<file path="config.mk">
export PLATFORM = sky130hd
export DESIGN_NAME = mem_slave
export DESIGN_NICKNAME = d
export VERILOG_FILES = /design/src/rtl/mem_pkg.sv /design/src/rtl/mem_array.sv /design/src/rtl/mem_slave.sv
export SDC_FILE = /design/constraint.sdc
export NUM_CORES = 1
export LEC_CHECK = 0
export BUFFER_PORTS_ARGS = -buffer_cell sky130_fd_sc_hd__buf_2
export CAP_MARGIN = 20
export CELL_PAD_IN_SITES_DETAIL_PLACEMENT = 1
export CELL_PAD_IN_SITES_GLOBAL_PLACEMENT = 1
export CORE_MARGIN = 10
export CORE_UTILIZATION = 50
export DETAILED_ROUTE_END_ITERATION = 10
export HOLD_SLACK_MARGIN = 0.06
export PLACE_DENSITY = 0.89
export RECOVER_POWER = 50
export SYNTH_ARGS = -nofsm -noshare
export SYNTH_HDL_FRONTEND = slang
export SYNTH_HIERARCHICAL = 1
export SYNTH_SLANG_ARGS = --single-unit
</file>
<file path="constraint.sdc">
create_clock -name clk -period 2.6 [get_ports clk]
set_input_delay 0.52 -clock clk [delete_from_list [all_inputs] [get_ports clk]]
set_output_delay 0.52 -clock clk [all_outputs]
set_load 0.05 [all_outputs]
</file>
<file path="src/rtl/mem_pkg.sv">
// ---------------------------------------------------------------------------
// mem_pkg
// Shared definitions for the mem_slave memory target.
//   - default widths for address, data and access counters
//   - convenience typedefs for the default configuration
//   - control FSM state encoding for the read-response pipe
//   - storage word width, which grows by one parity bit when the build
//     defines MEM_PARITY_EN
// ---------------------------------------------------------------------------
package mem_pkg;

   localparam int DEFAULT_ADDR_W = 2;
   localparam int DEFAULT_DATA_W = 8;
   localparam int DEFAULT_CNT_W  = 8;

   typedef logic [DEFAULT_ADDR_W-1:0] addr_t;
   typedef logic [DEFAULT_DATA_W-1:0] data_t;
   typedef logic [DEFAULT_CNT_W-1:0]  cnt_t;

   typedef enum logic {
      IDLE = 1'b0,
      RESP = 1'b1
   } ctl_state_e;

`ifdef MEM_PARITY_EN
   localparam int PAR_W = 1;
`else
   localparam int PAR_W = 0;
`endif

endpackage : mem_pkg

</file>
<file path="src/rtl/mem_array.sv">
// ---------------------------------------------------------------------------
// mem_array
// DEPTH x WORD_W register-based storage with one write port and one
// registered read port. A read and a write in the same cycle to the same
// word return the old contents (read-before-write). Every word is forced to
// RESET_WORD on reset and the read register is cleared to zero.
//
// Ports
//   clk       in   clock, all state on posedge
//   rst       in   asynchronous active-high reset
//   wrEn_i    in   write strobe
//   wrAddr_i  in   write word address
//   wrData_i  in   write word
//   rdEn_i    in   read strobe
//   rdAddr_i  in   read word address
//   rdData_o  out  registered read word, holds until the next read
// ---------------------------------------------------------------------------
module mem_array #(
   parameter int                ADDR_W     = 2,
   parameter int                WORD_W     = 8,
   parameter logic [WORD_W-1:0] RESET_WORD = '0
) (
   input  logic              clk,
   input  logic              rst,
   input  logic              wrEn_i,
   input  logic [ADDR_W-1:0] wrAddr_i,
   input  logic [WORD_W-1:0] wrData_i,
   input  logic              rdEn_i,
   input  logic [ADDR_W-1:0] rdAddr_i,
   output logic [WORD_W-1:0] rdData_o
);

   localparam int DEPTH = 1 << ADDR_W;

   logic [WORD_W-1:0] mem_q [DEPTH];
   logic [WORD_W-1:0] rdData_q;

   // Storage and read register. Both updates are non-blocking, so a read of
   // the word being written in the same cycle naturally sees the old value.
   always_ff @(posedge clk or posedge rst) begin
      if (rst) begin
         for (int i = 0; i < DEPTH; i++) begin
            mem_q[i] <= RESET_WORD;
         end
         rdData_q <= '0;
      end else begin
         if (rdEn_i) begin
            rdData_q <= mem_q[rdAddr_i];
         end
         if (wrEn_i) begin
            mem_q[wrAddr_i] <= wrData_i;
         end
      end
   end

   assign rdData_o = rdData_q;

endmodule : mem_array

</file>
<file path="src/rtl/mem_slave.sv">
// ---------------------------------------------------------------------------
// mem_slave
// Synchronous memory target on the memory bus. Writes land on the clock edge
// that samples wr_en; reads return one cycle after the edge that samples
// rd_en. Tracks which words have been written since reset, counts accepted
// reads and writes with saturating counters, and optionally stores and
// checks a per-word even-parity bit.
//
// Optional feature macro: MEM_PARITY_EN
//   defined   -> parity bit stored per word, inj_err / par_err ports present
//   undefined -> no parity storage, inj_err / par_err ports absent
//
// Ports
//   clk        in   clock, all logic on posedge
//   rst        in   asynchronous active-high reset
//   addr       in   word address for both read and write
//   wr_en      in   write strobe
//   rd_en      in   read strobe
//   wdata      in   write data
//   inj_err    in   (MEM_PARITY_EN) store inverted parity with this write
//   rdata      out  registered read data, holds until the next read
//   rd_valid   out  one-cycle pulse per read
//   rd_uninit  out  with rd_valid: word had not been written since reset
//   wr_cnt     out  accepted writes, saturating
//   rd_cnt     out  accepted reads, saturating
//   par_err    out  (MEM_PARITY_EN) with rd_valid: stored parity mismatch
// ---------------------------------------------------------------------------
import mem_pkg::*;

module mem_slave #(
   parameter int                ADDR_W    = DEFAULT_ADDR_W,
   parameter int                DATA_W    = DEFAULT_DATA_W,
   parameter int                CNT_W     = DEFAULT_CNT_W,
   parameter logic [DATA_W-1:0] RESET_VAL = '0
) (
   input  logic              clk,
   input  logic              rst,
   input  logic [ADDR_W-1:0] addr,
   input  logic              wr_en,
   input  logic              rd_en,
   input  logic [DATA_W-1:0] wdata,
`ifdef MEM_PARITY_EN
   input  logic              inj_err,
`endif
   output logic [DATA_W-1:0] rdata,
   output logic              rd_valid,
   output logic              rd_uninit,
   output logic [CNT_W-1:0]  wr_cnt,
   output logic [CNT_W-1:0]  rd_cnt
`ifdef MEM_PARITY_EN
   ,
   output logic              par_err
`endif
);

   localparam int              DEPTH   = 1 << ADDR_W;
   localparam int              WORD_W  = DATA_W + PAR_W;
   localparam logic [CNT_W-1:0] CNT_MAX = '1;

`ifdef MEM_PARITY_EN
   localparam logic [WORD_W-1:0] RESET_WORD = {^RESET_VAL, RESET_VAL};
`else
   localparam logic [WORD_W-1:0] RESET_WORD = RESET_VAL;
`endif

   ctl_state_e        state_q, state_d;
   logic [DEPTH-1:0]  written_q, written_d;
   logic [CNT_W-1:0]  wrCnt_q, wrCnt_d;
   logic [CNT_W-1:0]  rdCnt_q, rdCnt_d;
   logic              rdUninit_q, rdUninit_d;
   logic [WORD_W-1:0] wrWord;
   logic [WORD_W-1:0] rdWord;

   // Build the stored word. With parity enabled the top bit is the even
   // parity of the data, optionally inverted to model a corrupted store.
`ifdef MEM_PARITY_EN
   assign wrWord = {(^wdata) ^ inj_err, wdata};
`else
   assign wrWord = wdata;
`endif

   mem_array #(
      .ADDR_W     (ADDR_W),
      .WORD_W     (WORD_W),
      .RESET_WORD (RESET_WORD)
   ) u_array (
      .clk      (clk),
      .rst      (rst),
      .wrEn_i   (wr_en),
      .wrAddr_i (addr),
      .wrData_i (wrWord),
      .rdEn_i   (rd_en),
      .rdAddr_i (addr),
      .rdData_o (rdWord)
   );

   // Response pipe: stay in RESP as long as reads keep arriving so that
   // back-to-back reads hold rd_valid high continuously.
   always_comb begin
      state_d = state_q;
      case (state_q)
         IDLE:    if (rd_en) state_d = RESP;
         RESP:    state_d = rd_en ? RESP : IDLE;
         default: state_d = IDLE;
      endcase
   end

   // Bookkeeping next-state: written bitmap, saturating counters, and the
   // uninitialised flag captured from the bitmap before this cycle's write.
   always_comb begin
      written_d  = written_q;
      wrCnt_d    = wrCnt_q;
      rdCnt_d    = rdCnt_q;
      rdUninit_d = 1'b0;
      if (wr_en) begin
         written_d[addr] = 1'b1;
         if (wrCnt_q != CNT_MAX) begin
            wrCnt_d = wrCnt_q + 1'b1;
         end
      end
      if (rd_en) begin
         rdUninit_d = ~written_q[addr];
         if (rdCnt_q != CNT_MAX) begin
            rdCnt_d = rdCnt_q + 1'b1;
         end
      end
   end

   // State registers; reset discards any in-flight read response.
   always_ff @(posedge clk or posedge rst) begin
      if (rst) begin
         state_q    <= IDLE;
         written_q  <= '0;
         wrCnt_q    <= '0;
         rdCnt_q    <= '0;
         rdUninit_q <= 1'b0;
      end else begin
         state_q    <= state_d;
         written_q  <= written_d;
         wrCnt_q    <= wrCnt_d;
         rdCnt_q    <= rdCnt_d;
         rdUninit_q <= rdUninit_d;
      end
   end

   assign rd_valid  = (state_q == RESP);
   assign rd_uninit = rd_valid & rdUninit_q;
   assign rdata     = rdWord[DATA_W-1:0];
   assign wr_cnt    = wrCnt_q;
   assign rd_cnt    = rdCnt_q;

   // Parity check of the word returned by the last read, only reported
   // while that read is being presented.
`ifdef MEM_PARITY_EN
   assign par_err = rd_valid & (rdWord[DATA_W] != (^rdWord[DATA_W-1:0]));
`endif

endmodule : mem_slave

</file>
Word level (Yosys, flattened, before mapping)

Cells that the tools add are included.

Reduce and logical (&&, ||, !) cells: 4
Multiplexer cells: 12
$add $sub $neg: 2
Eq/ne operators: 2
Bitwise operators: 4
Order comparisons: 4

Operator list:

| operator                                                                             | number |
|---|---|
| 32-bit bitwise mux                                                                   | 1 |
| 8-bit two-way mux                                                                    | 3 |
| 8-bit by 1-bit adder with 8-bit output (second input constant)                       | 2 |
| 8-bit binary-select mux with 2-bit select                                            | 1 |
| 8-bit demux with 2-bit select                                                        | 1 |
| 8-bit inequality test (second input constant)                                        | 2 |
| 1-bit two-way mux                                                                    | 4 |
| 4-bit OR                                                                             | 1 |
| 2-bit AND reduction                                                                  | 2 |
| 3-bit greater-or-equal comparator (second input constant)                            | 1 |
| 2-bit by 3-bit less-than comparator with 1-bit output (second input constant)        | 1 |
| 3-bit by 1-bit less-than comparator with 1-bit output (second input constant)        | 1 |
| 2-bit inverter with 3-bit output                                                     | 1 |
| 1-bit binary-select mux with 2-bit select                                            | 1 |
| 1-bit demux with 2-bit select                                                        | 1 |
| 2-bit by 1-bit greater-or-equal comparator with 1-bit output (second input constant) | 1 |
| 1-bit logical AND                                                                    | 2 |
| 1-bit AND                                                                            | 1 |
| 1-bit inverter                                                                       | 1 |

Word-level logic and storage cells: 38
Output and inout bits: 26
Input bits: 14
Flip-flop bits (word level): 62

Longest topological paths before layout

Gate-level depths: netlist of run 1.

Depth after elaboration: 6
Gate-level depth with buffers: 4
Mapped depth without buffers: 4

Modules after synthesis

The synthesis of run 1 kept the hierarchy.

By module, submodules not included:

| module    | instances | sequential area each (sq um) | cells an instance | area each (sq um) |
|---|---|---|---|---|
| mem_array | 1         | 1001.0                       | 114               | 1722.9 |
| mem_slave | 1         | 550.5                        | 91                | 1083.5 |

Worst setup path before layout of run 1

No wires, ideal clock.

Path kind: register -> register
Start: reg rdCnt_q[0] (netlist: rd_cnt[0])
End: reg rdCnt_q[1] (netlist: rd_cnt[1])
Data required time: 2475 ps
Period minus slack after synthesis: 1803 ps
Stages on the path, launching flop included: 5
Data arrival time: 1678 ps
Setup slack: 797 ps
Cells stage by stage: dfrtp_1 > ha_1 > and4_4 > a21bo_2 > mux2_4

Word-level cells in the longest chain between the ends: 2
Elaborated cells on any way between the ends: 3

Ends and longest elaborated chain:

| what                                                                           | line             | RTL |
|---|---|---|
| start, declared                                                                | mem_slave.sv:69  | `logic [CNT_W-1:0] rdCnt_q, rdCnt_d;` |
| start signal, assigned                                                         | mem_slave.sv:141 | `rdCnt_q <= rdCnt_d;` |
| branches (longest 2 deep; another with 8-bit by 1-bit adder with 8-bit output) | -                |  |

Parallel ways; which one is timed is not known.
A chain may end at the register's enable or synchronous reset.

==> results.json, run 1 <==
{
  "postCtsSetupBuffers": 0,
  "cp_max_fo": 19,
  "grt_overflow_total": 0,
  "min_period_over_period_pct": 68.4,
  "first_pass_iters": 4,
  "cp_data_arrival_time_ns": 2.01,
  "pin_count": 40,
  "clock-sinks": 62,
  "vias_per_cell": 5.69,
  "synth_warnings": 6,
  "met3_usage_pct": 4.12,
  "synth_cell_types": 39,
  "dpl_cell_area_sq_mm": 0.00308,
  "drc": 0,
  "end_kind": "register",
  "slew_headroom_pct": 36.1,
  "final_max_slew_viol_count": 0,
  "grt_max_degree": 41,
  "gp_congestion": 0.729,
  "ant_nets": 0,
  "outcome": "completed",
  "globalRouteTotalUtil_pct": 15.0,
  "cp-start-kind": "input pin",
  "first_iter_violations": 80,
  "area_growth_pct": 15.7,
  "finalClockSkew_ns": 0.00608,
  "fillCellCount": 591,
  "final_common_cell": "dfrtp_1",
  "grt_antenna_before_repair": 0,
  "clk_latency_ns": 0.34,
  "syn_inst": 205,
  "ir_worst_vdd_v": 0.000566,
  "clk_path_buf_depth": 2,
  "timing.setup.tns_ns": 0,
  "setup_viol": 0,
  "clk_pin_slew_worst_paths_ns": 0.07,
  "worstMarginPinSlew_ns": 0.959,
  "start_util_pct": 51.3,
  "syn_avg_cell_area_sq_um": 13.7,
  "drive_gt1_share_pct": 39.6,
  "grt_pass1_vias": 2062,
  "wl_per_cell_um": 19.2,
  "cts_max_level": 3,
  "netlist_area_sq_mm": 0.00281,
  "route.vias.total": 1859,
  "hold_viol": 0,
  "die_x_um": 94.9,
  "die_y_um": 94.9,
  "syn_nets": 221,
  "max_freq_mhz": 563,
  "total_leakage_power_nw": 1.46,
  "crit_required_ns": 2.83,
  "core_area_sq_mm": 0.00547,
  "top_usage_layer": "met2",
  "cts_made_buffers": 9,
  "drv_cap": 0,
  "layout_common_cells": "dfrtp_1, buf_2, mux2_2, mux2i_1",
  "postCtsHoldBufs": 0,
  "min-delay-path-class": "input pin to async pin",
  "yosysSeqAreaShare_pct": 55.3,
  "hpwl_mm": 4.28,
  "cts_root_buf": "clkbuf_8",
  "nNetsFinal": 268,
  "rows": 27,
  "insertedDiodeCount": 0,
  "async_flop_share_pct": 100,
  "drt_wl_total_mm": 6.27,
  "grt_util_met2_pct": 24.4,
  "ys.flop_type": "dfrtp_1",
  "rsz0062_at_grt": "no",
  "path_class": "input pin to register",
  "synth-edff-count": 0,
  "numPortBuffers": 39,
  "grt_pass1_wl_mm": 10.4,
  "tritoncts": "built",
  "period_needed_ns": 1.78,
  "cts_resized": 0,
  "synth-seq-cells": 62,
  "finalInstanceArea_sq_mm": 0.00325,
  "powerDensity_mw_per_mm2": 1040,
  "grt_util_met1_pct": 17.8,
  "dieArea_sq_mm": 0.00901
}
layout make-up:
class / instances / area (sq um) / share of cell area [%]
inverters: 3 / 11.3 / 0.347
flip-flops and latches: 62 / 1550 / 47.8
repair buffers: 40 / 198 / 6.09
well taps: 72 / 90.1 / 2.77
multi-input cells: 136 / 1220 / 37.6
clock inverters: 1 / 5.00 / 0.154
clock buffers: 13 / 169 / 5.20
worst paths after layout:
path	start	endpoint	slack, ns	cells past startpoint
min	rst	rd_cnt[4]$_DFFE_PP0P_	0.37	2
min in group clk	wdata[0]	u_array/mem_q[24]$_DFFE_PP0P_	0.45	2
max reg2reg	rd_cnt[0]$_DFFE_PP0P_	rd_cnt[1]$_DFFE_PP0P_	1.00	4
max in group asynchronous	rst	u_array/mem_q[6]$_DFFE_PP0P_	1.52	3
max	rd_en	u_array/rdData_o[6]$_DFFE_PP0P_	0.82	3
min reg2reg	written_q[1]$_DFFE_PP0P_	written_q[1]$_DFFE_PP0P_	0.48	1
worst max-delay path: stages:
cell and delay, ns:
clkbuf_1 0.65, nand2_1 0.50, o221ai_1 0.34
per-stage QoR:
stage | hold WS, ns | setup WS (ns) | util [%] | total power [W] | instances
2_1_floorplan | 0.436 | 0.797 | - | 0.00232 | 205
3_3_place_gp | 0.454 | 0.644 | 56.2 | 0.00258 | 313
3_5_place_dp | 0.464 | 0.621 | 56.2 | 0.00265 | 313
4_1_cts | 0.321 | 0.881 | 59.4 | 0.00342 | 327
5_1_grt | 0.440 | 0.736 | 59.3 | 0.00356 | 327
6_report | 0.367 | 0.822 | 59.3 | 0.00337 | 327
registers in the layout, summed over array words and instances (netlist names):
signal / flops
wr_cnt: 8
rd_valid: 1
u_array/mem_q: 32
u_array/rdData_o: 8
rdUninit_q: 1
written_q: 4
rd_cnt: 8
cell usage after synthesis (2+ instances only):
cell | instances | area share [%]
a21oi_1 | 4 | 0.71
a31o_2 | 2 | 0.62
buf_2 | 2 | 0.36
dfrtp_1 | 62 | 55
ha_1 | 2 | 0.89
inv_1 | 3 | 0.40
mux2_1 | 3 | 1.2
mux2_2 | 35 | 14
mux2_4 | 2 | 1.1
mux2i_1 | 18 | 6.4
nand2_1 | 7 | 0.94
nand2b_1 | 12 | 2.7
nand3_1 | 7 | 1.2
nand3b_2 | 2 | 0.80
nand4_1 | 6 | 1.3
nor2_1 | 5 | 0.67
o21bai_1 | 3 | 0.80
o221ai_1 | 8 | 2.5
xnor2_1 | 2 | 0.62
power by group:
part | leakage [nW] | total, W | internal [W] | switching, W
clock | 0.0914 | 0.000758 | 0.000412 | 0.000346
sequential | 0.736 | 0.00144 | 0.00120 | 0.000247
combinational | 0.630 | 0.00117 | 0.000381 | 0.000784
kinds of logic after synthesis:
group                      share of synthesized area (%)
AOI/OAI and AO/OA                                   7.00
and+or+nand+nor                                     11.5
muxes                                               23.5
DFF                                                 55.3
buffers and inverters                               1.16
xor gates and xnor gates                           0.624
adders and majority gates                          0.892
layer usage:
layer	part of all wire, %	vias to the layer above
met5	0	-
met4	2.0	0
met3	4.5	11
met2	49	35
met1	45	954
li1	-	859
(Power assumes the default switching activity.)
==> run 2, diff against run 1 <==
- CORE_UTILIZATION: 50 -> 42
- PLACE_DENSITY: 0.89 -> 0.8
- clock period: 2.6 -> 1.5 ns (I/O delays scaled with it)
==> run 2 against run 1 <==
Against the previous run:
- clock skew decreased by 0.00064 ns
- clock power increased by 100%
- final cell count increased by 4.3%
- sequential cell count unchanged
- wire length increased by 0.24%
- first-iteration DRC count decreased by 11%
- critical path type is now register to register
- sequential power increased by 78%
==> results.json, run 2 (synthesis results as in run 1) <==
{
  "min-delay-path-class": "input pin to register",
  "route.vias.total": 1874,
  "tritoncts": "built",
  "clk_path_buf_depth": 2,
  "grt_max_degree": 39,
  "path_class": "register to register",
  "grt_antenna_before_repair": 0,
  "postCtsSetupBuffers": 0,
  "period_needed_ns": 1.42,
  "final_common_cell": "dfrtp_1",
  "multi_input_area_sq_mm": 0.00124,
  "core_area_sq_mm": 0.00642,
  "regMostFlops": "u_array/mem_q",
  "layout_common_cells": "dfrtp_1, buf_2, mux2_2, mux2i_1, dfrtp_2",
  "pin_count": 40,
  "cts_made_buffers": 9,
  "cp_max_fo": 7,
  "slowest_delay_ns": 0.45,
  "crit_path_cell_trace": "ha_4 -> and4_4 -> a21bo_4 -> mux2_4",
  "end_kind": "register",
  "drv_cap": 0,
  "grt_pass1_wl_mm": 10.6,
  "register_area_sq_mm": 0.00157,
  "cp-start-kind": "register",
  "final_core_util_pct": 52.8,
  "die_x_um": 102,
  "final_max_slew_viol_count": 0,
  "insertedDiodeCount": 0,
  "min_period_over_period_pct": 94.9,
  "clock-sinks": 62,
  "whs_ns": 0.225,
  "rsz0062_at_grt": "no",
  "max_freq_mhz": 703,
  "vias_per_cell": 5.50,
  "drive_gt1_share_pct": 47.0,
  "crit_required_ns": 1.73,
  "powerDensity_mw_per_mm2": 1820,
  "largest_register_ff_count": 32,
  "cp_data_arrival_time_ns": 1.66,
  "cts_root_buf": "clkbuf_8",
  "globalRouteTotalUtil_pct": 13.3,
  "dieArea_sq_mm": 0.0104,
  "hpwl_mm": 4.52,
  "total_leakage_power_nw": 1.48,
  "rows": 29,
  "area_growth_pct": 20.8,
  "worstMarginPinSlew_ns": 0.702,
  "drc": 0,
  "numPortBuffers": 39,
  "first_pass_iters": 4,
  "hold_viol": 0,
  "wl_per_cell_um": 18.4,
  "start_util_pct": 43.7,
  "fillCellCount": 664,
  "gp_congestion": 0.820,
  "ir_worst_vdd_v": 0.000803,
  "cts_resized": 0,
  "clk_latency_ns": 0.35,
  "critical_path.slowest_cell": "dfrtp_2",
  "setup_viol": 0,
  "drt_wl_total_mm": 6.28,
  "finalClockSkew_ns": 0.00544,
  "outcome": "completed",
  "cts_max_level": 3,
  "first_iter_violations": 71,
  "nNetsFinal": 275,
  "slew_headroom_pct": 53.2,
  "clk_pin_slew_worst_paths_ns": 0.08,
  "ant_nets": 0,
  "grt_overflow_total": 0,
  "die_y_um": 102,
  "grt_pass1_vias": 2068
}
-- run 2: cell count changes in the layout (fill, tap and decap cells not counted), moves of 2 or more --
cell        previous run  this run
dfrtp_1               62        48
dfrtp_2                0        14
buf_4                  0         4
inv_6                  0         4
clkbuf_8              12         9
clkinvlp_4             0         2
ha_1                   2         0
ha_4                   0         2
-- run 2: final timing paths --
kind,start,to,slack [ns],depth (start not counted)
worst max-delay path,rd_cnt[1]$_DFFE_PP0P_,rd_cnt[1]$_DFFE_PP0P_,0.08,4
worst min register to register,written_q[1]$_DFFE_PP0P_,written_q[1]$_DFFE_PP0P_,0.48,1
min in group asynchronous,rst,u_array/rdData_o[7]$_DFFE_PP0P_,0.39,3
worst min-delay path,wdata[4],u_array/mem_q[28]$_DFFE_PP0P_,0.23,2
worst max register to register,rd_cnt[1]$_DFFE_PP0P_,rd_cnt[1]$_DFFE_PP0P_,0.08,4
max in group asynchronous,rst,wr_cnt[3]$_DFFE_PP0P_,0.33,4
-- run 2: what timing repair did --
item                                   4_1_cts  5_1_grt
setup endpoints to repair                    0        0
endpoints found under the hold margin       10        0
hold buffers                                 1        0
-- run 2: power breakdown --
| part | switching (W) | total, W | internal [W] | leakage [nW] |
|---|---|---|---|---|
| Combinational | 0.00137 | 0.00209 | 0.000722 | 0.663 |
| Sequential | 0.000454 | 0.00256 | 0.00211 | 0.719 |
| Clock | 0.000730 | 0.00152 | 0.000789 | 0.0973 |
-- run 2: worst max-delay path: cells and delay by family, from the launching register on --
kind	cells	cell delay, ns
AND/OR/NAND/NOR	1	0.16
AO/OA/AOI/OAI	1	0.22
adder cells (fa/ha/maj)	1	0.20
flip-flops	1	0.45
multiplexers	1	0.29
-- run 2: per-layer routing --
layer	wire [um]	global-route usage (%)	share of wire, %	vias up
li1	-	-	-	877
met1	2740	15.3	44	955
met2	3120	22.1	50	37
met3	381	5.51	6.1	5
met4	45	4.18	0.72	0
met5	0	0	0	-
-- run 2: stage by stage --
| step | TNS [ns] | instances | power, W | worst slack, ns | area (sq um) |
|---|---|---|---|---|---|
| 3_5_place_dp | 0 | 324 | 0.00473 | 0.0810 | 3220 |
| 3_3_place_gp | 0 | 324 | 0.00463 | 0.110 | 3220 |
| 6_report | 0 | 341 | 0.00617 | 0.0768 | 3390 |
| 5_1_grt | 0 | 341 | 0.00652 | 0.0304 | 3390 |
| 4_1_cts | 0 | 341 | 0.00627 | 0.0715 | 3430 |
| 2_1_floorplan | -0.0181 | 205 | 0.00412 | -0.0149 | 2860 |
-- run 2: area by class of cell --
| type | instances | area share (%) |
|---|---|---|
| Clock buffer | 9 | 3.65 |
| Clock inverter | 7 | 2.36 |
| Inverter | 3 | 0.332 |
| Multi-Input combinational cell | 136 | 36.7 |
| Sequential cell | 62 | 46.3 |
| Tap cell | 77 | 2.84 |
| Timing Repair Buffer | 47 | 7.82 |
